$ cat src/rtl/seq_divider_if.sv
// Start/Done handshake and operand/result bus for the sequential divider.
`timescale 1ns/1ps
interface seq_divider_if #(
   parameter int unsigned k = 16
);
   logic [k-1:0] A;
   logic [k-1:0] B;
   logic         Start;
   logic         Done;
   logic [k-1:0] Q;
   logic [k-1:0] R;
   logic         DivByZero;

   modport master (
      output A, B, Start,
      input  Done, Q, R, DivByZero
   );

   modport slave (
      input  A, B, Start,
      output Done, Q, R, DivByZero
   );
endinterface

$ cat src/rtl/seq_divider.sv
// Sequential restoring unsigned divider, one quotient bit per clock, Start/Done handshake.
`timescale 1ns/1ps
module seq_divider #(
   parameter int unsigned k = 16
) (
   input logic          clk,
   input logic          reset,
   seq_divider_if.slave bus
);

   localparam int unsigned CntW = (k > 1) ? $clog2(k) : 1;

   localparam logic [1:0] StIdle = 2'd0;
   localparam logic [1:0] StCalc = 2'd1;
   localparam logic [1:0] StDone = 2'd2;

   logic [1:0]      state_q, state_d;
   logic [k-1:0]    d_q, d_d;      // dividend shifting out, quotient shifting in
   logic [k-1:0]    v_q, v_d;      // captured divisor
   logic [k:0]      p_q, p_d;      // partial remainder, one guard bit
   logic [CntW-1:0] cnt_q, cnt_d;
   logic            last_q, last_d; // all k steps done, next edge publishes the result
   logic [k-1:0]    q_q, q_d;
   logic [k-1:0]    r_q, r_d;
   logic            dz_q, dz_d;
   logic            done_q, done_d;

   logic [k:0]      p_shift;
   logic [k:0]      p_step;
   logic [k-1:0]    d_step;
   logic            fits;

   // One restoring step: shift in the next dividend bit and subtract when the divisor fits.
   always_comb begin
      p_shift = {p_q[k-1:0], d_q[k-1]};
      fits    = (p_shift >= {1'b0, v_q});
      p_step  = fits ? (p_shift - {1'b0, v_q}) : p_shift;
      d_step  = {d_q[k-2:0], fits};
   end

   // Next-state logic for the IDLE/CALC/DONE controller and datapath.
   always_comb begin
      state_d = state_q;
      d_d     = d_q;
      v_d     = v_q;
      p_d     = p_q;
      cnt_d   = cnt_q;
      last_d  = last_q;
      q_d     = q_q;
      r_d     = r_q;
      dz_d    = dz_q;
      done_d  = done_q;
      unique case (state_q)
         StIdle: begin
            if (bus.Start) begin
               d_d     = bus.A;
               v_d     = bus.B;
               p_d     = '0;
               cnt_d   = CntW'(k - 1);
               last_d  = 1'b0;
               state_d = StCalc;
            end
         end
         StCalc: begin
            if (last_q) begin
               q_d     = d_q;
               r_d     = p_q[k-1:0];
               dz_d    = (v_q == '0);
               done_d  = 1'b1;
               last_d  = 1'b0;
               state_d = StDone;
            end else begin
               p_d = p_step;
               d_d = d_step;
               if (cnt_q == '0) begin
                  last_d = 1'b1;
               end else begin
                  cnt_d = cnt_q - 1'b1;
               end
            end
         end
         StDone: begin
            // Start must drop for an edge before another operation is accepted.
            if (!bus.Start) begin
               done_d  = 1'b0;
               state_d = StIdle;
            end
         end
         default: begin
            done_d  = 1'b0;
            state_d = StIdle;
         end
      endcase
   end

   // State registers; reset aborts any operation in flight.
   always_ff @(posedge clk or posedge reset) begin
      if (reset) begin
         state_q <= StIdle;
         d_q     <= '0;
         v_q     <= '0;
         p_q     <= '0;
         cnt_q   <= '0;
         last_q  <= 1'b0;
         q_q     <= '0;
         r_q     <= '0;
         dz_q    <= 1'b0;
         done_q  <= 1'b0;
      end else begin
         state_q <= state_d;
         d_q     <= d_d;
         v_q     <= v_d;
         p_q     <= p_d;
         cnt_q   <= cnt_d;
         last_q  <= last_d;
         q_q     <= q_d;
         r_q     <= r_d;
         dz_q    <= dz_d;
         done_q  <= done_d;
      end
   end

   assign bus.Done      = done_q;
   assign bus.Q         = q_q;
   assign bus.R         = r_q;
   assign bus.DivByZero = dz_q;

endmodule

$ cat src/flat_wrapper.sv
// flat-port wrapper written by rule: the top's interface ports become plain ports
module seq_divider_flat 
#(
   parameter int unsigned k = 16
)
  (clk, reset, bus_A, bus_B, bus_Start, bus_Done, bus_Q, bus_R, bus_DivByZero);
  seq_divider_if #(.k(k)) bus_i ();
  input logic clk;
  input logic reset;
  input wire logic [$bits(bus_i.A)-1:0] bus_A;
  input wire logic [$bits(bus_i.B)-1:0] bus_B;
  input wire logic [$bits(bus_i.Start)-1:0] bus_Start;
  output wire logic [$bits(bus_i.Done)-1:0] bus_Done;
  output wire logic [$bits(bus_i.Q)-1:0] bus_Q;
  output wire logic [$bits(bus_i.R)-1:0] bus_R;
  output wire logic [$bits(bus_i.DivByZero)-1:0] bus_DivByZero;
  assign bus_i.A = bus_A;
  assign bus_i.B = bus_B;
  assign bus_i.Start = bus_Start;
  assign bus_Done = bus_i.Done;
  assign bus_Q = bus_i.Q;
  assign bus_R = bus_i.R;
  assign bus_DivByZero = bus_i.DivByZero;
  seq_divider #(.k(k)) u_core (.clk(clk), .reset(reset), .bus(bus_i));
endmodule
$ cat config.mk
export PLATFORM = sky130hd
export DESIGN_NAME = seq_divider_flat
export DESIGN_NICKNAME = d
export VERILOG_FILES = /design/src/rtl/seq_divider_if.sv /design/src/rtl/seq_divider.sv /design/src/flat_wrapper.sv
export SDC_FILE = /design/constraint.sdc
export NUM_CORES = 1
export LEC_CHECK = 0
export BUFFER_PORTS_ARGS = -buffer_cell sky130_fd_sc_hd__buf_2
export CORE_UTILIZATION = 52
export CTS_BUF_LIST = sky130_fd_sc_hd__clkbuf_4 sky130_fd_sc_hd__clkbuf_8 sky130_fd_sc_hd__clkbuf_16
export CTS_CLUSTER_SIZE = 12
export DETAILED_ROUTE_END_ITERATION = 7
export PLACE_DENSITY = 0.77
export SYNTH_ARGS = -nofsm -noshare
export SYNTH_HDL_FRONTEND = slang
export SYNTH_SLANG_ARGS = --single-unit
$ cat constraint.sdc
create_clock -name clk -period 2.6 [get_ports clk]
set_input_delay 0.26 -clock clk [delete_from_list [all_inputs] [get_ports clk]]
set_output_delay 0.26 -clock clk [all_outputs]
set_load 0.05 [all_outputs]
-- After elaboration in Yosys (flattened, before gate mapping)
Cells that the tools add are included.
- input port bits: 35
- flip-flop bits (word level): 89
- word-level logic and storage cells: 54
- output and inout port bits: 34
- multiplexer cells: 22
- $lt $le $gt $ge: 1
- $add $sub $neg: 2
- reductions and logical operators: 11
- bitwise logic cells: 1
- eq/ne operators: 7
- operators by type and width (cell ; number):
    $mux 16 ; 5
    $pmux 16 s2 ; 2
    $ge 17x16->1 ; 1
    $logic_not 16->1 ; 1
    $sub 16x16->16 ; 1
    $mux 4 ; 3
    $reduce_and 3->1 ; 3
    $ne 2x2->1 const B ; 4
    $pmux 4 s2 ; 1
    $mux 2 ; 3
    $pmux 2 s3 ; 1
    $reduce_and 2->1 ; 3
    $mux 1 ; 5
    $logic_not 4->1 ; 1
    $reduce_and 4->1 ; 1
    $sub 4x1->4 const B ; 1
    $pmux 1 s3 ; 1
    $eq 2x1->1 const B ; 1
    $eq 2x2->1 const B ; 1
    $logic_not 2->1 ; 1
    $ne 2x1->1 const B ; 1
    $pmux 1 s2 ; 1
    $reduce_bool 2->1 ; 1
    $not 1->1 ; 1

-- Longest topological paths before layout
Gate-level depths: netlist of run 1.
- depth after elaboration: 4
- mapped depth: 10
- mapped depth without buffers: 9

-- Least setup slack after synthesis of run 1
No wires, ideal clock.
- path kind: flip-flop to flip-flop
- from: register u_core.p_q[10]
- to: register u_core.p_q[1]
- required time: 2.479 ns
- stages on the path, launching flop included: 9
- path buffers: 1
- path slack: 0.449 ns
- period minus slack after synthesis: 2.151 ns
- data arrival time: 2.030 ns
- setup time: 0.121 ns
- cells stage by stage: dfrtp_1 ha_1 a21o_1 a31o_1 a221oi_2 a31oi_2 buf_6 mux2i_1 a22o_1
- word-level cells in the longest chain between the ends: 4
- RTL lines (item ; line ; source):
    from (decl) ; seq_divider.sv:20 ; logic [k:0] p_q, p_d;
    from (signal assigned) ; seq_divider.sv:113 ; p_q <= p_d;
    $ge 17x16->1 ; seq_divider.sv:36 ; fits = (p_shift >= {1'b0, v_q});
    $mux 16 ; seq_divider.sv:37 ; p_step = fits ? (p_shift - {1'b0, v_q}) : p_shift;
    $mux 16 ; seq_divider.sv:65 ; if (last_q) begin
    $pmux 16 s2 ; seq_divider.sv:53 ; unique case (state_q)
No other way between the ends. The select of a mux whose other input is x is not followed.
A chain may end at the register's enable or synchronous reset.

-- Worst setup path in the final report of run 1
- from: register u_core.p_q[10]
- to: register u_core.p_q[0]
Same word-level chain as after synthesis.

==> results.yml, run 1 <==
status:
  outcome: "complete, but fails checks"
  violations: "design-rule violations, negative hold slack"
clock_network:
  clk_pin_slew_worst_paths_ns: 0.09
  cts_root_buffer: "clkbuf_8"
  cts_repair_resize_count: 0
  clock_path_buffers: 2
  cts_made_buffers: 9
  clock-sinks: 89
  cts_tree: "done"
  htree_levels: 3
  cts_setup_buffers: 0
  hold_buffers: 0
  clk_latency_ns: 0.36
logic_synthesis:
  synthTopCellsByCount: "dfrtp_1, nand2_1, o21ai_0"
  synth_area_leader_cell: "dfrtp_1"
  synth_most_common_cell: "dfrtp_1"
  yosys-top-cells-area: "dfrtp_1, mux2_2, nand2_1"
  synth.top_cell.area_share_pct: 47.8
  synth_fp_nets: 512
  syn_area_per_cell_um2: 10.2
  async_flop_share_pct: 100
  yosysSeqAreaShare_pct: 47.8
  yosysWarningCount: 0
  syn_inst: 458
  synth_seq_cells: 89
  synth-edff-count: 0
  syn_area_um2: 4660
  synthDistinctLibCells: 59
  ys.flop_type: "dfrtp_1"
timing:
  relSlewSlack_pct: 53.2
  whs_ns: -0.0337
  fmax_mhz: 426
  finalCritPeriodShare_pct: 90.4
  tns_ns: 0
  maxSlewViolCount: 0
  finalSetupViolCount: 0
  rsz0062_at_grt: "false"
  fin_worst_skew_ns: 0.0121
  hold_viol: 38
  worst_pin_slew_ns: 0.701
  fin_crit_ns: 2.35
die:
  io_pins: 69
  design.die.area_um2: 9340
  die_h_um: 96.6
  die_x_um: 96.6
  fp.coreArea_um2: 8680
  rows: 34
  initial_utilization_pct: 53.7
drt:
  dr_total_vias: 3641
  drt_iter0_markers: 246
  wl_per_cell_um: 16.0
  dr.pass1.iters: 7
  wl_um: 10300
  drc: 1
  final_antenna_net_count: 0
  via_per_inst: 5.70
critical_path:
  cp_slowest_cell: "dfrtp_1"
  arrival_ns: 2.60
  cp_cell_sequence: "ha_1 > a21o_1 > a31o_1 > a221oi_2 > a31oi_2 > buf_12 > mux2i_1 > a22o_1"
  cp_max_fo: 20
  cpPeakStageDelay_ns: 0.42
  cp.required_ns: 2.85
  cp-start-kind: "flip-flop"
  setup.worst_path.class: "reg2reg"
  end_kind: "flip-flop"
job:
  drv_cap: 0
grt:
  grt-ovfl-total: 0
  first_global_vias: 3544
  grt_first_pass_wirelength_um: 17400
  antenna_found_initial: 0
  grt_usage_pct: 23.1
  grt_max_degree: 50
cells_and_area:
  antenna_cells: 0
  syn_to_final_growth_pct: 14.7
  fin_nets: 581
  drive_gt1_share_pct: 26.9
placement:
  gp_congestion: 1.01
  dp_hpwl_um: 7410
  port-buffer-count: 68
min_path:
  hold_path.class: "in2async"
[stage by stage]
step           instance area [µm²]  worst slack [ns]  hold slack (ns)  cells  util (%)
6_report                      5340             0.250          -0.0337    639      61.5
5_1_grt                       5340             0.112           0.0178    639      61.5
4_1_cts                       5340             0.276          0.00419    639      61.5
3_5_place_dp                  5140             0.290            0.396    624      59.2
3_3_place_gp                  5140             0.343            0.389    624      59.2
2_1_floorplan                 4660            0.0331            0.365    458         -
[kinds of logic (layout without fill, tap and decap cells)]
logic type | Yosys count | count (layout) | synth area share, %
adder cells (fa/ha/maj) | 19 | 19 | 5.27
flip-flops | 89 | 89 | 47.8
AND/OR/NAND/NOR | 140 | 140 | 13.8
buffers and inverters | 42 | 115 | 3.87
AO/OA/AOI/OAI | 118 | 118 | 18.0
XOR/XNOR | 13 | 13 | 2.44
multiplexers | 37 | 37 | 8.76
[layout make-up]
type / instances / area (µm²)
fillers: 757 / 3340
multi-input cells: 327 / 2260
flip-flops and latches: 89 / 2230
repair buffers: 77 / 433
clock buffers: 10 / 138
well taps: 108 / 135
inverters: 23 / 87.6
clock inverters: 5 / 63.8
[layout by cell type (no fill, tap or decap), types with 3 or more instances in the layout]
cell type,count
nor2_1,20
buf_2,68
a31oi_1,18
dfrtp_1,89
nor4_1,4
xor2_1,7
mux2i_1,7
o2bb2a_4,8
inv_1,21
nand3_1,5
mux2_2,30
buf_4,7
a21o_1,6
nand2_1,78
nor2b_1,3
nand2b_1,3
clkbuf_8,10
nor3_1,4
o21ai_1,11
and2_1,4
or3_1,4
a21oi_1,16
xnor2_1,6
o21ai_0,36
ha_1,18
o21a_1,3
[layer usage]
layer | routed length [µm] | GRT usage, %
met4 | 191 | 7.00
met1 | 4720 | 31.7
met5 | 0 | 0
met2 | 4920 | 36.9
met3 | 423 | 5.13
[state kept, by name, summed over array words and instances, names as in the netlist]
register	count
u_core.bus.DivByZero	1
u_core.bus.Done	1
u_core.bus.Q	16
u_core.bus.R	16
u_core.cnt_q	4
u_core.d_q	16
u_core.last_q	1
u_core.p_q	16
u_core.state_q	2
u_core.v_q	16
[worst paths after layout]
kind                                                   from                          endpoint  slack [ns]  depth (start not counted)
setup / recovery                 u_core.p_q[10]$_DFFE_PP0P_         u_core.p_q[0]$_DFFE_PP0P_        0.25                          8
hold / removal                                        reset       u_core.bus.Q[3]$_DFFE_PP0P_       -0.03                          2
hold reg to reg            u_core.bus.DivByZero$_DFFE_PP0P_  u_core.bus.DivByZero$_DFFE_PP0P_        0.50                          2
min in group clk                                   bus_B[5]         u_core.v_q[5]$_DFFE_PP0P_        0.09                          3
max in group asynchronous                             reset         u_core.v_q[4]$_DFFE_PP0P_        1.93                          3
setup reg to reg                 u_core.p_q[10]$_DFFE_PP0P_         u_core.p_q[0]$_DFFE_PP0P_        0.25                          8
[critical path, delay by kind of cell, from the launching register on]
kind	cells	cell delay (ns)
DFF	1	0.42
AOI/OAI and AO/OA	5	1.08
adders and majority gates	1	0.40
muxes	1	0.12
buffers and inverters	1	0.19
Power of run 1 is not shown: default switching activity piles up to over one toggle a cycle in this logic, so the estimate is an artifact.
==> run 2, diff against run 1 <==
--- a/config.mk
+++ b/config.mk
@@ -5,12 +5,13 @@
 export SDC_FILE = /design/constraint.sdc
 export NUM_CORES = 1
 export LEC_CHECK = 0
+export ABC_AREA = 1
 export BUFFER_PORTS_ARGS = -buffer_cell sky130_fd_sc_hd__buf_2
 export CORE_UTILIZATION = 52
 export CTS_BUF_LIST = sky130_fd_sc_hd__clkbuf_4 sky130_fd_sc_hd__clkbuf_8 sky130_fd_sc_hd__clkbuf_16
 export CTS_CLUSTER_SIZE = 12
 export DETAILED_ROUTE_END_ITERATION = 7
-export PLACE_DENSITY = 0.77
+export PLACE_DENSITY = 0.76
 export SYNTH_ARGS = -nofsm -noshare
 export SYNTH_HDL_FRONTEND = slang
 export SYNTH_SLANG_ARGS = --single-unit
==> results.yml, run 2 <==
critical_path:
  cp_max_fo: 3
  cp_slowest_cell: "dfrtp_1"
  cp-start-kind: "flip-flop"
  setup.worst_path.class: "reg2reg"
  cp.required_ns: 2.82
  arrival_ns: 2.33
  crit_buf_inv: 1
  cpPeakStageDelay_ns: 0.42
  cp_cell_sequence: "ha_1 > fa_1 > inv_1 > nand3_1 > nand3_1 > nand2_1 > nand3_1 > nand2_1 > nand2_1 > nand2_1 > nand3_1 > o21ai_0"
  cpLargestDelayFamily: "simple AND/OR/NAND/NOR gates"
  end_kind: "flip-flop"
drt:
  wl_per_cell_um: 13.8
  via_per_inst: 5.29
  final_antenna_net_count: 0
  drt_iter0_markers: 362
  dr.pass1.iters: 5
  dr_total_vias: 4331
  drc: 0
  wl_um: 11300
die:
  rows: 35
  die_h_um: 99.3
  design.die.area_um2: 9860
  fp.coreArea_um2: 9200
  initial_utilization_pct: 53.5
  io_pins: 69
  die_x_um: 99.3
clock_network:
  cts_root_buffer: "clkbuf_8"
  clk_latency_ns: 0.35
  htree_levels: 3
  cts_repair_resize_count: 0
  clk_pin_slew_worst_paths_ns: 0.09
  cts_made_buffers: 9
  clock_path_buffers: 2
  cts_tree: "done"
  clock-sinks: 89
status:
  outcome: "completed"
cells_and_area:
  drive_gt1_share_pct: 16.5
  design_area_um2: 5560
  final_common_cell: "nand2_1"
  fin_util_pct: 60.5
  syn_to_final_growth_pct: 13.0
  fin_nets: 758
  antenna_cells: 0
  final_cell_mix: "nand2_1, inv_1, dfrtp_1"
grt:
  first_global_vias: 4208
  antenna_found_initial: 0
  grt_first_pass_wirelength_um: 19500
  grt_usage_pct: 24.7
  grt_max_degree: 59
  grt-ovfl-total: 0
timing:
  relSlewSlack_pct: 58.6
  fmax_mhz: 476
  fin_crit_ns: 2.10
  finalSetupViolCount: 0
  rsz0062_at_grt: "false"
  maxSlewViolCount: 0
  worst_pin_slew_ns: 0.620
  finalCritPeriodShare_pct: 80.9
  whs_ns: 0.108
  hold_viol: 0
  tns_ns: 0
  fin_worst_skew_ns: 0.00971
logic_synthesis:
  synth_fp_nets: 692
  synth_most_common_cell: "nand2_1"
  syn_inst: 638
  yosys-top-cells-area: "dfrtp_1, nand2_1, inv_1"
  ys.flop_type: "dfrtp_1"
  yosysSeqAreaShare_pct: 45.2
  synthDistinctLibCells: 38
  synthTopCellsByCount: "nand2_1, inv_1, dfrtp_1"
  synth_seq_cells: 89
  syn_area_um2: 4920
  synth.top_cell.area_share_pct: 45.2
  async_flop_share_pct: 100
  yosysWarningCount: 0
  synth-edff-count: 0
  syn_area_per_cell_um2: 7.72
  synth_area_leader_cell: "dfrtp_1"
job:
  drv_cap: 0
placement:
  port-buffer-count: 68
  gp_congestion: 0.953
  dpl_cell_area_um2: 5350
  dp_hpwl_um: 8410
min_path:
  hold_path.class: "in2reg"
==> run 2: changes by cell type in the layout (fill, tap and decap cells not counted), moves of 7 or more <==
| cell | change |
|---|---|
| mux2_2 | -30 |
| nand2_1 | +113 |
| mux2i_1 | -7 |
| o2bb2a_4 | -8 |
| nand3_1 | +45 |
| o21ai_0 | +35 |
| o211ai_1 | +13 |
| a31oi_1 | -17 |
| inv_1 | +74 |
==> run 2: cell type report <==
| type | instances | area (µm²) |
|---|---|---|
| clock buffer | 10 | 138 |
| clock inverter | 5 | 62.6 |
| fill | 859 | 3630 |
| inverter | 104 | 392 |
| multi-input combinational | 424 | 2190 |
| sequential | 89 | 2230 |
| tap | 111 | 139 |
| timing repair buffer | 76 | 415 |
==> run 2: worst paths after layout <==
kind                                                endpoint  cells after the start  slack, ns                        start
worst min-delay path               u_core.v_q[0]$_DFFE_PP0P_                      3       0.11                     bus_B[0]
worst min register to register   u_core.bus.R[7]$_DFFE_PP0P_                      2       0.48  u_core.bus.R[7]$_DFFE_PP0P_
worst max register to register     u_core.p_q[8]$_DFFE_PP0P_                     12       0.50    u_core.v_q[0]$_DFFE_PP0P_
min in group asynchronous       u_core.bus.Q[12]$_DFFE_PP0P_                      3       0.48                        reset
max in group asynchronous         u_core.v_q[11]$_DFFE_PP0P_                      4       1.43                        reset
worst max-delay path               u_core.p_q[8]$_DFFE_PP0P_                     12       0.50    u_core.v_q[0]$_DFFE_PP0P_
==> run 2: what timing repair did <==
action	4_1_cts	5_1_grt
buffers inserted	0	0
hold endpoints to repair	31	0
setup endpoints to repair	0	0
hold buffers	1	0
==> run 2: routing by layer <==
layer / global-route usage [%] / up-vias / wire [µm]
li1: - / 2158 / -
met1: 33.9 / 2024 / 5270
met2: 40.3 / 126 / 5220
met3: 3.30 / 23 / 551
met4: 8.48 / 0 / 220
met5: 0 / - / 0
==> run 2: cells by family after synthesis <==
kind of cell               Yosys count  share of synthesized area (%)
AOI/OAI and AO/OA                  107                           11.9
xor gates and xnor gates             6                           1.07
buffers and inverters              125                           10.2
and+or+nand+nor                    292                           26.5
DFF                                 89                           45.2
adders and majority gates           19                           4.98
==> run 2: per-stage QoR <==
stage	instances	worst slack, ns
detailed placement	803	0.542
finish	819	0.497
global route	819	0.376
floorplan	638	0.0331
global placement	803	0.571
CTS	819	0.492
==> run 2: worst register-to-register path: stages (launching register included) <==
cell     delay [ns]
dfrtp_1        0.42
ha_1           0.24
fa_1           0.41
inv_1          0.12
nand3_1        0.07
nand3_1        0.17
nand2_1        0.10
nand3_1        0.08
nand2_1        0.06
nand2_1        0.11
nand2_1        0.07
nand3_1        0.06
o21ai_0        0.07
Power of run 2 is left out for the same reason.
